**src/rtl/mips_alu_pkg.sv**
```systemverilog
// Shared constants for the MIPS decode/ALU slice: opcodes, funct codes,
// ALU control codes, alu_op classes and the main-control bundle.
package mips_alu_pkg;

    localparam logic [5:0] OP_R    = 6'b000000;
    localparam logic [5:0] OP_LW   = 6'b100011;
    localparam logic [5:0] OP_SW   = 6'b101011;
    localparam logic [5:0] OP_BEQ  = 6'b000100;
    localparam logic [5:0] OP_ADDI = 6'b001000;

    localparam logic [5:0] FN_ADD = 6'b100000;
    localparam logic [5:0] FN_SUB = 6'b100010;
    localparam logic [5:0] FN_AND = 6'b100100;
    localparam logic [5:0] FN_OR  = 6'b100101;
    localparam logic [5:0] FN_NOR = 6'b100111;
    localparam logic [5:0] FN_SLT = 6'b101010;
    localparam logic [5:0] FN_SLL = 6'b000000;
    localparam logic [5:0] FN_SRL = 6'b000010;

    typedef enum logic [3:0] {
        ALU_AND = 4'b0000,
        ALU_OR  = 4'b0001,
        ALU_ADD = 4'b0010,
        ALU_SLL = 4'b0011,
        ALU_SRL = 4'b0100,
        ALU_SUB = 4'b0110,
        ALU_SLT = 4'b0111,
        ALU_NOR = 4'b1100,
        ALU_INV = 4'b1111
    } alu_ctl_e;

    typedef enum logic [1:0] {
        AOP_ADD   = 2'b00,
        AOP_SUB   = 2'b01,
        AOP_FUNCT = 2'b10,
        AOP_RSVD  = 2'b11
    } alu_op_e;

    typedef struct packed {
        logic    reg_dst;
        logic    branch;
        logic    mem_read;
        logic    mem_to_reg;
        logic    mem_write;
        logic    alu_src;
        logic    reg_write;
        alu_op_e alu_op;
    } ctrl_t;

endpackage

```
**src/rtl/mips_alu_core.sv**
```systemverilog
// Pure combinational 32-bit ALU with zero flag. The shifter exists only
// when MIPS_ALU_SHIFT_EN is defined.
module mips_alu_core
    import mips_alu_pkg::*;
(
    input  logic [31:0] src_a,
    input  logic [31:0] src_b,
    input  logic [3:0]  alu_ctl,
    input  logic [4:0]  shamt,
    output logic [31:0] result,
    output logic        zero
);

`ifndef MIPS_ALU_SHIFT_EN
    logic unused_shamt;
    assign unused_shamt = ^shamt;
`endif

    always_comb begin
        result = '0;
        case (alu_ctl)
            ALU_ADD: result = src_a + src_b;
            ALU_SUB: result = src_a - src_b;
            ALU_AND: result = src_a & src_b;
            ALU_OR:  result = src_a | src_b;
            ALU_NOR: result = ~(src_a | src_b);
            ALU_SLT: result = {31'd0, $signed(src_a) < $signed(src_b)};
`ifdef MIPS_ALU_SHIFT_EN
            ALU_SLL: result = src_b << shamt;
            ALU_SRL: result = src_b >> shamt;
`endif
            default: result = '0;
        endcase
    end

    assign zero = (result == 32'd0);

endmodule

```
**src/rtl/mips_alu_ctrl.sv**
```systemverilog
// Main control decode, ALU control decode, ALU core and the EX/MEM result
// register. sll/srl decode is present only with MIPS_ALU_SHIFT_EN.
module mips_alu_ctrl
    import mips_alu_pkg::*;
(
    input  logic        clk,
    input  logic        rst_n,
    input  logic        en,
    input  logic [5:0]  opcode,
    input  logic [5:0]  funct,
    input  logic [4:0]  shamt,
    input  logic [31:0] src_a,
    input  logic [31:0] src_b,
    output logic        reg_dst,
    output logic        branch,
    output logic        mem_read,
    output logic        mem_to_reg,
    output logic        mem_write,
    output logic        alu_src,
    output logic        reg_write,
    output logic [1:0]  alu_op,
    output logic [3:0]  alu_ctl,
    output logic [31:0] result,
    output logic        zero,
    output logic [31:0] result_q,
    output logic        zero_q
);

    ctrl_t       ctrl;
    logic [31:0] result_d;
    logic        zero_d;

    always_comb begin
        ctrl        = '0;
        ctrl.alu_op = AOP_ADD;
        case (opcode)
            OP_R: begin
                ctrl.reg_dst   = 1'b1;
                ctrl.reg_write = 1'b1;
                ctrl.alu_op    = AOP_FUNCT;
            end
            OP_LW: begin
                ctrl.alu_src    = 1'b1;
                ctrl.mem_to_reg = 1'b1;
                ctrl.reg_write  = 1'b1;
                ctrl.mem_read   = 1'b1;
            end
            OP_SW: begin
                ctrl.alu_src   = 1'b1;
                ctrl.mem_write = 1'b1;
            end
            OP_BEQ: begin
                ctrl.branch = 1'b1;
                ctrl.alu_op = AOP_SUB;
            end
            OP_ADDI: begin
                ctrl.alu_src   = 1'b1;
                ctrl.reg_write = 1'b1;
            end
            default: ;
        endcase
    end

    assign reg_dst    = ctrl.reg_dst;
    assign branch     = ctrl.branch;
    assign mem_read   = ctrl.mem_read;
    assign mem_to_reg = ctrl.mem_to_reg;
    assign mem_write  = ctrl.mem_write;
    assign alu_src    = ctrl.alu_src;
    assign reg_write  = ctrl.reg_write;
    assign alu_op     = ctrl.alu_op;

    // The reserved class 11 falls back to add, like the memory ops.
    always_comb begin
        alu_ctl = ALU_ADD;
        case (ctrl.alu_op)
            AOP_SUB: alu_ctl = ALU_SUB;
            AOP_FUNCT: begin
                case (funct)
                    FN_ADD:  alu_ctl = ALU_ADD;
                    FN_SUB:  alu_ctl = ALU_SUB;
                    FN_AND:  alu_ctl = ALU_AND;
                    FN_OR:   alu_ctl = ALU_OR;
                    FN_NOR:  alu_ctl = ALU_NOR;
                    FN_SLT:  alu_ctl = ALU_SLT;
`ifdef MIPS_ALU_SHIFT_EN
                    FN_SLL:  alu_ctl = ALU_SLL;
                    FN_SRL:  alu_ctl = ALU_SRL;
`endif
                    default: alu_ctl = ALU_INV;
                endcase
            end
            default: alu_ctl = ALU_ADD;
        endcase
    end

    mips_alu_core u_core (
        .src_a   (src_a),
        .src_b   (src_b),
        .alu_ctl (alu_ctl),
        .shamt   (shamt),
        .result  (result),
        .zero    (zero)
    );

    always_comb begin
        result_d = result_q;
        zero_d   = zero_q;
        if (en) begin
            result_d = result;
            zero_d   = zero;
        end
    end

    always_ff @(posedge clk or negedge rst_n) begin
        if (!rst_n) begin
            result_q <= '0;
            zero_q   <= 1'b0;
        end else begin
            result_q <= result_d;
            zero_q   <= zero_d;
        end
    end

endmodule

```
**config.mk**
```make
export PLATFORM = sky130hd
export DESIGN_NAME = mips_alu_ctrl
export DESIGN_NICKNAME = d
export VERILOG_FILES = /design/src/rtl/mips_alu_pkg.sv /design/src/rtl/mips_alu_core.sv /design/src/rtl/mips_alu_ctrl.sv
export SDC_FILE = /design/constraint.sdc
export NUM_CORES = 1
export LEC_CHECK = 0
export ABC_AREA = 1
export CAP_MARGIN = 10
export CORE_ASPECT_RATIO = 1.5
export CORE_MARGIN = 5
export CORE_UTILIZATION = 47
export CTS_BUF_LIST = sky130_fd_sc_hd__clkbuf_4
export DETAILED_ROUTE_END_ITERATION = 8
export PLACE_DENSITY = 0.84
export SETUP_SLACK_MARGIN = 0.2
export SLEW_MARGIN = 30
export SYNTH_ARGS = -nofsm -noshare
export SYNTH_HDL_FRONTEND = slang
export SYNTH_SLANG_ARGS = --single-unit
```
**constraint.sdc**
```tcl
create_clock -name clk -period 3.2 [get_ports clk]
set_clock_uncertainty 0.05 [all_clocks]
set_input_delay 0.48 -clock clk [delete_from_list [all_inputs] [get_ports clk]]
set_output_delay 0.48 -clock clk [all_outputs]
set_load 0.005 [all_outputs]
```
==> metrics.txt, run 1 <==
Top FF cell, synth=dfrtp_1; hpwl dp=35570 µm; Post-synth EDFFs=0; xor and xnor area share after synthesis=0.01017; Port Buffers=157; Ys Warns=0; Worst EP post-GRT repair=zero; stop err=[ERROR GRT-0232] Routing congestion too high. Check the congestion heatmap in the GUI.; Synth Register Bits=33; die width=120.5 µm; Synth Area in Adders=0.1572; Worst EP kind=primary output; Initial Util=0.4781; Root Buffer=clkbuf_4; clock sinks=33; Synth Instances=1649; post-placement cell count=2327; status=did not finish; compound-gate portion of the synthesized area=0.07234; Placer Congestion=1.077; largest family of logic cells by synthesized area=simple AND/OR/NAND/NOR gates; pin count of the biggest net entering global routing=64; sequential fraction of the synthesis area=0.09587; failing step=5_1_grt; syn nets=1840; Post-Syn Area=8613 µm²; CTS Buf Count=5; Avg Synthesized Cell Area=5.223 µm²; Simple-Gate Fraction of Synth Area=0.4773; GRT Total Usage=0.8564; async set or reset register ratio after synthesis=1.000; Die H=175.8 µm; IO Pins=163; H-tree depth=2; GRT overflow=853; synth unique cells=35; mux cell area share after synthesis=0; clock tree buffer depth=2; row count=60
==> per-layer routing <==
layer,GRT usage,overflow
met5,0.2404,0
met4,0.9513,196
met3,0.6624,7
met2,1.095,636
met1,0.7846,14
==> synthesized netlist by cell type, types with 4 or more instances <==
master	n	area, µm²
a21oi_1	43	215.2
and2_1	6	37.54
buf_2	36	180.2
buf_4	4	30.03
clkbuf_1	16	60.06
dfrtp_1	33	825.8
ha_1	105	1314
inv_1	347	1303
inv_2	6	22.52
nand2_1	544	2042
nand3_1	152	760.7
nand3b_1	6	45.04
nand4_1	79	494.2
nor2_1	166	623.1
nor3_1	13	65.06
o21ai_0	50	250.2
o21bai_1	10	75.07
xor2_1	10	87.58
==> timing repair <==
| action | 4_1_cts |
|---|---|
| hold buffers | 0 |
| gates cloned | 8 |
| hold endpoints to repair | 0 |
| pin swaps | 158 |
| resized for setup | 595 |
| endpoints found under the setup margin | 70 |
| buffers inserted | 44 |
==> per-stage QoR <==
step	instance area, µm²	TNS, ns	worst slack [ns]	hold WS, ns	util
3_3_place_gp	13070	-49.41	-1.478	0.4145	0.7251
2_1_floorplan	8697	0	0.09059	0.1344	-
3_5_place_dp	13070	-46.72	-1.510	0.4229	0.7254
4_1_cts	15190	-9.264	-0.4898	0.4489	0.8433
==> logic make-up after synthesis <==
group,after synthesis
AOI/OAI and AO/OA,113
xor gates and xnor gates,10
adders and majority gates,107
buffers and inverters,413
DFF,33
and+or+nand+nor,973
==> run 2: changes to the inputs <==
Settings changed: CORE_ASPECT_RATIO 1.5 to unset, CORE_UTILIZATION 47 to 32, CTS_BUF_LIST sky130_fd_sc_hd__clkbuf_4 to unset, PLACE_DENSITY 0.84 to unset, PLACE_DENSITY_LB_ADDON set to 0.15, SETUP_SLACK_MARGIN 0.2 to unset.
Clock period 3.2 ns to 4.2 ns, I/O delays scaled along.
==> metrics.txt, run 2 <==
CORE AREA=26730 µm²; Setup CP Type=in2out; routed vias/inst=4.835; row count=60; power per cell area=181.6 nW/µm²; max reg flops=32; GR Layer Usage met1=0.3556; syn nets=1840; H-tree depth=2; Area growth, synth to finish=63.47%; Yosys top cell area share=0.2371; Synth Register Bits=33; Most flops, register=result_q; hold violation total from the final report=0; synth unique cells=35; Synth area leaders=nand2_1, ha_1, inv_1; Hold WS=0.4299 ns; Post-synth EDFFs=0; vias in the first global route=11140; Layout Cells excl Fill=2436; most common library cell in the layout ignoring fill and taps=nand2_1; clock sinks=33; Vias=11780; Worst-Skew Late Latency=0.27 ns; slew of the pin with the lowest slew margin=0.5242 ns; Max-Cap Viols=0; IO Pins=163; GRT overflow=0; Placer Congestion=1.027; Slew HR=0.6505; final setup vio count=5; M2 GR Usage=0.3790; DP Worst Slack=-0.8799 ns; Max Clock Freq=0.2283 GHz; commonest non-fill, non-tap cells in the layout=nand2_1, inv_1, buf_4, clkdlybuf4s50_1, nand3_1; post-placement cell count=2416; Synth Instances=1649; failing checks=setup timing; status=finished with violations; unrepaired setup endpoints after global routing=true; GRT Total Usage=0.2408; Worst Path Arrival=3.70 ns; drt first pass iters=5; initial DRC count=1035; Root Buffer=clkbuf_16; WL per Instance=15.69 µm; post-route ant nets=0; placed cell area=12890 µm²; Die ar.=30300 µm²; antenna violations before repair=0; hpwl dp=32360 µm; design area=14080 µm²; Startpoint Class=input pin; footprint of the multi-input gates=7039 µm²; hold_buf cts=0; Tmin final=4.380 ns; Top FF cell, synth=dfrtp_1; clock tree buffer depth=2; P_leak=7.980 nW; async set or reset register ratio after synthesis=1.000; Worst Setup End Kind=output pin; min-delay worst type=reg2reg; Port Buffers=157; Final Cycle Share=1.043; n_diodes=0; Die H=174.1 µm; synth cell count leaders=nand2_1, inv_1, nor2_1, nand3_1, ha_1; cell with the most instances after synthesis=nand2_1; final worst slack=-0.1805 ns; peak supply drop=0.1762 mV; Slew Limit Fails=0; die width=174.1 µm; wire length of the first global-routing pass=59280 µm; CTS Buf Count=5; GRT busiest layer=met2; Avg Synthesized Cell Area=5.223 µm²; Initial Util=0.3223; layout cells sized above 1=0.2558; crit-path max FO=7; total power=2.557 mW; pin count of the biggest net entering global routing=64; CTS tree=done; cell taking the most area after synthesis=nand2_1; FILL cells=2796; Post-Syn Area=8613 µm²; CP required=3.52 ns; largest registers=result_q x32, zero_q x1; # nets final=2286; FF/Latch Area=825.8 µm²; Reg clk slew, reported paths=0.05 ns; global-route met3 utilization=0.02806; post-route DRC violation count=0; sequential fraction of the synthesis area=0.09587; Ys Warns=0; Routed WL=38210 µm
[run 2: cell counts after synthesis]
No cell type changed its count.
[run 2: layout make-up]
| class | count | area share |
|---|---|---|
| multi-input combinational | 1203 | 0.5000 |
| timing repair buffer | 498 | 0.3063 |
| inverter | 354 | 0.09437 |
| sequential | 33 | 0.05865 |
| tap | 341 | 0.03030 |
| clock buffer | 6 | 0.009864 |
| clock inverter | 1 | 0.0005332 |
[run 2: logic make-up (layout without fill, tap and decap cells)]
logic type | Yosys count | count (layout) | share of synthesized area
buffers and inverters | 413 | 859 | 0.1871
XOR/XNOR | 10 | 10 | 0.01017
AO/OA/AOI/OAI | 113 | 113 | 0.07234
adder cells (fa/ha/maj) | 107 | 107 | 0.1572
AND/OR/NAND/NOR | 973 | 973 | 0.4773
flip-flops | 33 | 33 | 0.09587
[run 2: path summary, 6_finish.rpt]
kind	startpoint	to	slack, ns	depth (start not counted)
min in group asynchronous	rst_n	result_q[4]	0.70	2
worst max register to register	result_q[18]	result_q[18]	3.47	2
worst min-delay path	result_q[5]	result_q[5]	0.43	2
worst max-delay path	src_b[28]	zero	-0.18	19
worst min register to register	result_q[5]	result_q[5]	0.43	2
max in group asynchronous	rst_n	result_q[21]	3.09	2
[run 2: metrics by stage]
step                  util  TNS (ns)
floorplan                -         0
global placement    0.4823    -7.427
detailed placement  0.4823    -8.812
CTS                 0.5128    -2.460
global route        0.5268    -1.383
finish              0.5268   -0.5079
[run 2: power breakdown]
| group | internal [mW] | switching (mW) |
|---|---|---|
| Sequential | 0.372 | 0.0268 |
| Clock | 0.232 | 0.124 |
| Combinational | 0.876 | 0.927 |
[run 2: repair_timing]
item	in CTS	in global routing
pin swaps	24	25
cloned	2	0
setup endpoints to repair	33	32
buffers inserted	6	5
resized for setup	162	98
[run 2: worst max-delay path, stage by stage]
cell and delay, ns:
clkdlybuf4s50_1 0.49, inv_1 0.07, ha_2 0.39, nand2_1 0.15, nor2_1 0.22, nand2_1 0.16, nor4_2 0.22, nand2_2 0.13
nand2_1 0.08, nand2_1 0.04, nand3_1 0.10, nand2_4 0.08, nor2_4 0.12, nand2_1 0.07, nor2_1 0.11, nand2_1 0.11
nor2_4 0.14, and2_4 0.17, clkdlybuf4s15_2 0.20
[run 2: layer usage]
| metal | share of wire | vias to the layer above |
|---|---|---|
| met4 | 0.017 | 0 |
| met2 | 0.42 | 451 |
| met1 | 0.47 | 5325 |
| li1 | - | 5955 |
| met3 | 0.084 | 46 |
| met5 | 0 | - |
(Power assumes the default switching activity.)
